File: config.mk
export PLATFORM = sky130hd
export DESIGN_NAME = bcd_score_counter
export DESIGN_NICKNAME = d
export VERILOG_FILES = /design/src/rtl/score_pkg.sv /design/src/rtl/bcd_digit.sv /design/src/rtl/bcd_score_counter.sv
export SDC_FILE = /design/constraint.sdc
export NUM_CORES = 1
export LEC_CHECK = 0
export CAP_MARGIN = 20
export CORE_MARGIN = 1.5
export CORE_UTILIZATION = 53
export DETAILED_ROUTE_END_ITERATION = 10
export GPL_ROUTABILITY_DRIVEN = 0
export GPL_TIMING_DRIVEN = 0
export PLACE_DENSITY_LB_ADDON = 0.25
export SYNTH_ARGS = -nofsm -noshare
export SYNTH_HDL_FRONTEND = slang
export SYNTH_SLANG_ARGS = --single-unit
export TNS_END_PERCENT = 30
File: constraint.sdc
create_clock -name clk -period 3.9 [get_ports clk]
set_input_delay 0.39 -clock clk [delete_from_list [all_inputs] [get_ports clk]]
set_output_delay 0.39 -clock clk [all_outputs]
set_load 0.05 [all_outputs]
File: src/rtl/score_pkg.sv
// Shared types and seven-segment encoding for the BCD score display chain.
package score_pkg;

    typedef logic [3:0] bcd_t;

    // Active-low segments, bit order {g,f,e,d,c,b,a}.
    localparam logic [6:0] SEG_0     = 7'b1000000;
    localparam logic [6:0] SEG_1     = 7'b1111001;
    localparam logic [6:0] SEG_2     = 7'b0100100;
    localparam logic [6:0] SEG_3     = 7'b0110000;
    localparam logic [6:0] SEG_4     = 7'b0011001;
    localparam logic [6:0] SEG_5     = 7'b0010010;
    localparam logic [6:0] SEG_6     = 7'b0000010;
    localparam logic [6:0] SEG_7     = 7'b1111000;
    localparam logic [6:0] SEG_8     = 7'b0000000;
    localparam logic [6:0] SEG_9     = 7'b0010000;
    localparam logic [6:0] SEG_BLANK = 7'b1111111;

    function automatic logic [6:0] seg7(bcd_t d);
        logic [6:0] pat;
        pat = SEG_BLANK;
        case (d)
            4'd0: pat = SEG_0;
            4'd1: pat = SEG_1;
            4'd2: pat = SEG_2;
            4'd3: pat = SEG_3;
            4'd4: pat = SEG_4;
            4'd5: pat = SEG_5;
            4'd6: pat = SEG_6;
            4'd7: pat = SEG_7;
            4'd8: pat = SEG_8;
            4'd9: pat = SEG_9;
            default: pat = SEG_BLANK;
        endcase
        return pat;
    endfunction

endpackage

File: src/rtl/bcd_digit.sv
// One decimal digit register: counts 0..9 when enabled, rolls 9 back to 0.
module bcd_digit
    import score_pkg::*;
(
    input  logic clk,
    input  logic reset,
    input  logic clear,
    input  logic en,
    output bcd_t value,
    output logic is_nine
);

    bcd_t value_q;
    bcd_t value_d;

    always_comb begin
        value_d = value_q;
        if (clear) begin
            value_d = 4'd0;
        end else if (en) begin
            value_d = (value_q == 4'd9) ? 4'd0 : value_q + 4'd1;
        end
    end

    always_ff @(posedge clk) begin
        if (reset) begin
            value_q <= 4'd0;
        end else begin
            value_q <= value_d;
        end
    end

    assign value   = value_q;
    assign is_nine = (value_q == 4'd9);

endmodule

File: src/rtl/bcd_score_counter.sv
// Multi-digit BCD score counter with wrap/saturate, clear, leading-zero blanking
// and a session best-score register.
module bcd_score_counter
    import score_pkg::*;
#(
    parameter int unsigned DIGITS   = 3,
    parameter int unsigned SATURATE = 0,
    parameter int unsigned BLANK_LZ = 1
) (
    input  logic                  clk,
    input  logic                  reset,
    input  logic                  clear,
    input  logic                  inc,
    output logic [4*DIGITS-1:0]   score,
    output logic [7*DIGITS-1:0]   hex,
    output logic [4*DIGITS-1:0]   best,
    output logic                  carry_out,
    output logic                  at_max
);

    logic [DIGITS-1:0] nine;
    logic [DIGITS:0]   low_nine;   // low_nine[i]: every digit below i is 9
    logic [DIGITS:0]   nz_above;   // nz_above[i]: some digit at or above i is non-zero
    logic              all_nine;
    logic              inc_ok;
    logic [4*DIGITS-1:0] best_q;

    always_comb begin
        low_nine    = '0;
        low_nine[0] = 1'b1;
        for (int i = 0; i < int'(DIGITS); i++) begin
            low_nine[i+1] = low_nine[i] & nine[i];
        end
    end

    assign all_nine = low_nine[DIGITS];
    assign at_max   = all_nine;
    // Saturate mode suppresses the increment entirely at all-nines.
    assign inc_ok    = inc & ~((SATURATE != 0) & all_nine);
    assign carry_out = (SATURATE == 0) & inc & all_nine & ~clear & ~reset;

    for (genvar i = 0; i < int'(DIGITS); i++) begin : g_digit
        bcd_digit u_digit (
            .clk     (clk),
            .reset   (reset),
            .clear   (clear),
            .en      (inc_ok & low_nine[i]),
            .value   (score[4*i +: 4]),
            .is_nine (nine[i])
        );
    end

    // BCD ordering matches numeric ordering, so a plain unsigned compare works.
    always_ff @(posedge clk) begin
        if (reset) begin
            best_q <= '0;
        end else if (score > best_q) begin
            best_q <= score;
        end
    end

    assign best = best_q;

    always_comb begin
        nz_above         = '0;
        nz_above[DIGITS] = 1'b0;
        for (int i = int'(DIGITS) - 1; i >= 0; i--) begin
            nz_above[i] = nz_above[i+1] | (score[4*i +: 4] != 4'd0);
        end
    end

    for (genvar i = 0; i < int'(DIGITS); i++) begin : g_hex
        if (i > 0 && BLANK_LZ != 0) begin : g_blankable
            assign hex[7*i +: 7] = nz_above[i] ? seg7(score[4*i +: 4]) : SEG_BLANK;
        end else begin : g_plain
            assign hex[7*i +: 7] = seg7(score[4*i +: 4]);
        end
    end

endmodule
==> flow_summary_export.csv <==
group,metric,value,unit
worst_setup_path,crit_family,"simple AND/OR/NAND/NOR gates",
power,clock_power_share,34.7,%
flow_run,drv_cap,0,
clocking,clkSinkCount,45,
finish,final_cell_mix,"clkdlybuf4s50_1 (48), dfxtp_1 (45), ha_1 (35)",
floorplan,die_h,78.5,um
power,sw_frac_of_total,27.2,%
synthesis,yosys_most_used_dff,"dfxtp_1",
worst_setup_path,crit_type,"reg2out",
synthesis,avgSynthCellArea,8.85,um2
clocking,clkLatencyLatePin,0.30,ns
routing,vias,2607,
power,p_seq_share,55.1,%
status,status,"finished clean",
worst_setup_path,path_buf_inv,2,
finish,antenna_cells,0,
worst_setup_path,crit_path_max_fanout,8,
synthesis,syn_nets,380,
sta,hold_viol,0,
synthesis,synthArstFlopShare,0,%
clocking,cts_resized,0,
synthesis,seq_area_frac_synth,29.8,%
worst_setup_path,cp_slowest_stage_delay,0.81,ns
routing,ant_nets,0,
global_routing,overflow,0,
sta,period_needed,3.52,ns
sta,relSlewSlack,40.0,%
placement,dp.final_hpwl,4.86,mm
power,pwr-share-comb,10.2,%
floorplan,die_w,78.5,um
floorplan,start_util,54.8,%
power,irDropWorstVdd,0.160,mV
clocking,cts_tree,"yes",
sta,setup_tns,0,ns
routing,drt_wl_total,6.43,mm
sta,fin_skew,0.00604,ns
placement,pre_cts_ws,0.714,ns
finish,layout_commonest_cell,"clkdlybuf4s50_1",
sta,fmax,284,MHz
clocking,numCtsBuffers,5,
finish,drive_gt1_share,9.32,%
worst_setup_path,startpoint_type,"flop",
clocking,postCtsSetupRepairBufs,0,
sta,setup_ws,0.385,ns
clocking,cts_root_buf,"clkbuf_8",
power,p_per_area,230,mW/mm2
global_routing,grt_pass1_wl,10.9,mm
global_routing,grt_max_degree,16,
sta,tightestPinTransition,0.891,ns
floorplan,io_pins,51,
worst_setup_path,cp.required,3.51,ns
routing,detail_route.wl_per_cell,13.7,um
worst_setup_path,cp_data_arrival_time,3.13,ns
synthesis,synth-edff-count,0,
routing,first_pass_iters,4,
floorplan,rows,27,
finish,syn_to_final_growth,21.9,%
power,p_leak,1.61,nW
power,p_int,0.618,mW
floorplan,die_area,0.00616,mm2
synthesis,synthSimpleGateAreaFrac,19.1,%
clocking,cts_hold_buffers,0,
synthesis,ys_ff_latch,45,
synthesis,synth_mux_area_share,5.64,%
finish,fin_nets,435,
global_routing,antenna_found_initial,0,
floorplan,core-area,0.00551,mm2
clocking,cts.clk_slew.worst_paths,0.09,ns
global_routing,grt_pass1_vias,2386,
min_path,holdCritPathClass,"in2reg",
routing,vias_per_cell,5.56,
sta,slew_violations,0,
routing,drt-initial-drc-count,151,
synthesis,ys_types,60,
global_routing,track_usage,21.7,%
placement,port_buffers,48,
clocking,clock_path_buffers,2,
worst_setup_path,slowest_stage,"clkdlybuf4s50_1",
power,p_switching,0.230,mW
synthesis,synth_top_family_by_area,"compound AO/OA/AOI/OAI gates",
sta,setup_violations,0,
synthesis,netlist_area,0.00302,mm2
routing,drc,0,
worst_setup_path,worstPathCellList,"inv_1, ha_1, nor3b_1, nand3_1, nand2b_1, clkdlybuf4s50_1",
synthesis,synth_warnings,0,
worst_setup_path,end_kind,"primary output",
clocking,cts.htree.levels,2,
synthesis,synth_cells,341,
synthesis,synth_compound_area_share,22.8,%
synthesis,synthXorXnorAreaFrac,1.12,%
sta,rsz0062_at_grt,"no",
synthesis,post_synth_fa_ha_maj_area_fraction,14.5,%
sta,min_period_over_period,90.1,%
## layer usage
layer / share of wire, % / global-route usage, % / routed length (um)
met5: 0 / 0 / 0
met4: 1.3 / 6.96 / 83
met3: 2.9 / 4.07 / 189
met2: 47 / 35.9 / 3040
met1: 48 / 28.6 / 3120
## worst register-to-register path, delay by kind of cell, from the launching register on
kind | cells | cell delay (ns)
AO/OA/AOI/OAI | 3 | 0.98
AND/OR/NAND/NOR | 3 | 0.38
adder cells (fa/ha/maj) | 2 | 0.46
multiplexers | 1 | 0.21
buffers and inverters | 2 | 0.30
flip-flops | 1 | 0.53
## power by group through the flow
stage | sequential (mW) | combinational (mW) | clock (mW)
6_report | 0.467 | 0.0868 | 0.294
5_1_grt | 0.468 | 0.0945 | 0.328
4_1_cts | 0.467 | 0.0866 | 0.306
3_5_place_dp | 0.478 | 0.0864 | 0
3_3_place_gp | 0.478 | 0.0849 | 0
2_1_floorplan | 0.495 | 0.0452 | 0
## cells by family (layout without fill, tap and decap cells)
kind of cell / count (synthesis) / after routing
multiplexers: 17 / 17
AO/OA/AOI/OAI: 87 / 87
flip-flops: 45 / 45
buffers and inverters: 51 / 107
AND/OR/NAND/NOR: 103 / 103
XOR/XNOR: 3 / 3
adder cells (fa/ha/maj): 35 / 35
## path summary, 6_finish.rpt
kind,start,end,slack [ns],cells past startpoint
worst max-delay path,g_digit[2].u_digit.value[0],hex[9],0.38,6
worst max register to register,g_digit[1].u_digit.value[1],flop,0.92,11
worst min-delay path,inc,g_digit[0].u_digit.value[0],0.38,3
worst min register to register,best[9],best[9],0.55,2
## metrics by stage
| stage | power [mW] | instance area [um2] | hold WS [ns] | std cells | utilization [%] |
|---|---|---|---|---|---|
| 5_1_grt | 0.891 | 3680 | 0.391 | 469 | 66.8 |
| 2_1_floorplan | 0.540 | 3020 | 0.635 | 341 | - |
| 6_report | 0.848 | 3680 | 0.377 | 469 | 66.8 |
| 3_3_place_gp | 0.563 | 3590 | 0.518 | 461 | 65.2 |
| 3_5_place_dp | 0.564 | 3590 | 0.519 | 461 | 65.2 |
| 4_1_cts | 0.860 | 3680 | 0.379 | 469 | 66.8 |
## area by class of cell
cell class                      count  area, um2
Clock inverter                      3       21.3
Multi-Input combinational cell    245       1910
Buffer                             17       82.6
Clock buffer                        5       68.8
Timing Repair Buffer               48        480
Sequential cell                    45        901
Tap cell                           72       90.1
Inverter                           34        128
Fill cell                         463       1830
## synth_stat cells (7+ instances only)
| cell type | number | area [um2] |
|---|---|---|
| or2_2 | 8 | 50.1 |
| dfxtp_1 | 45 | 901 |
| inv_1 | 33 | 124 |
| nand2b_1 | 8 | 50.1 |
| a211oi_1 | 11 | 82.6 |
| clkbuf_1 | 11 | 41.3 |
| nand2_1 | 27 | 101 |
| nand3_1 | 8 | 40.0 |
| a21oi_1 | 19 | 95.1 |
| o21ai_0 | 8 | 40.0 |
| a21o_1 | 7 | 52.6 |
| ha_1 | 35 | 438 |
| nor2_1 | 12 | 45.0 |
| nor3_1 | 9 | 45.0 |
| nor3b_1 | 7 | 52.6 |
| mux2i_1 | 17 | 170 |
| a32oi_1 | 12 | 105 |
No activity file was read; power rests on OpenSTA's default activity.
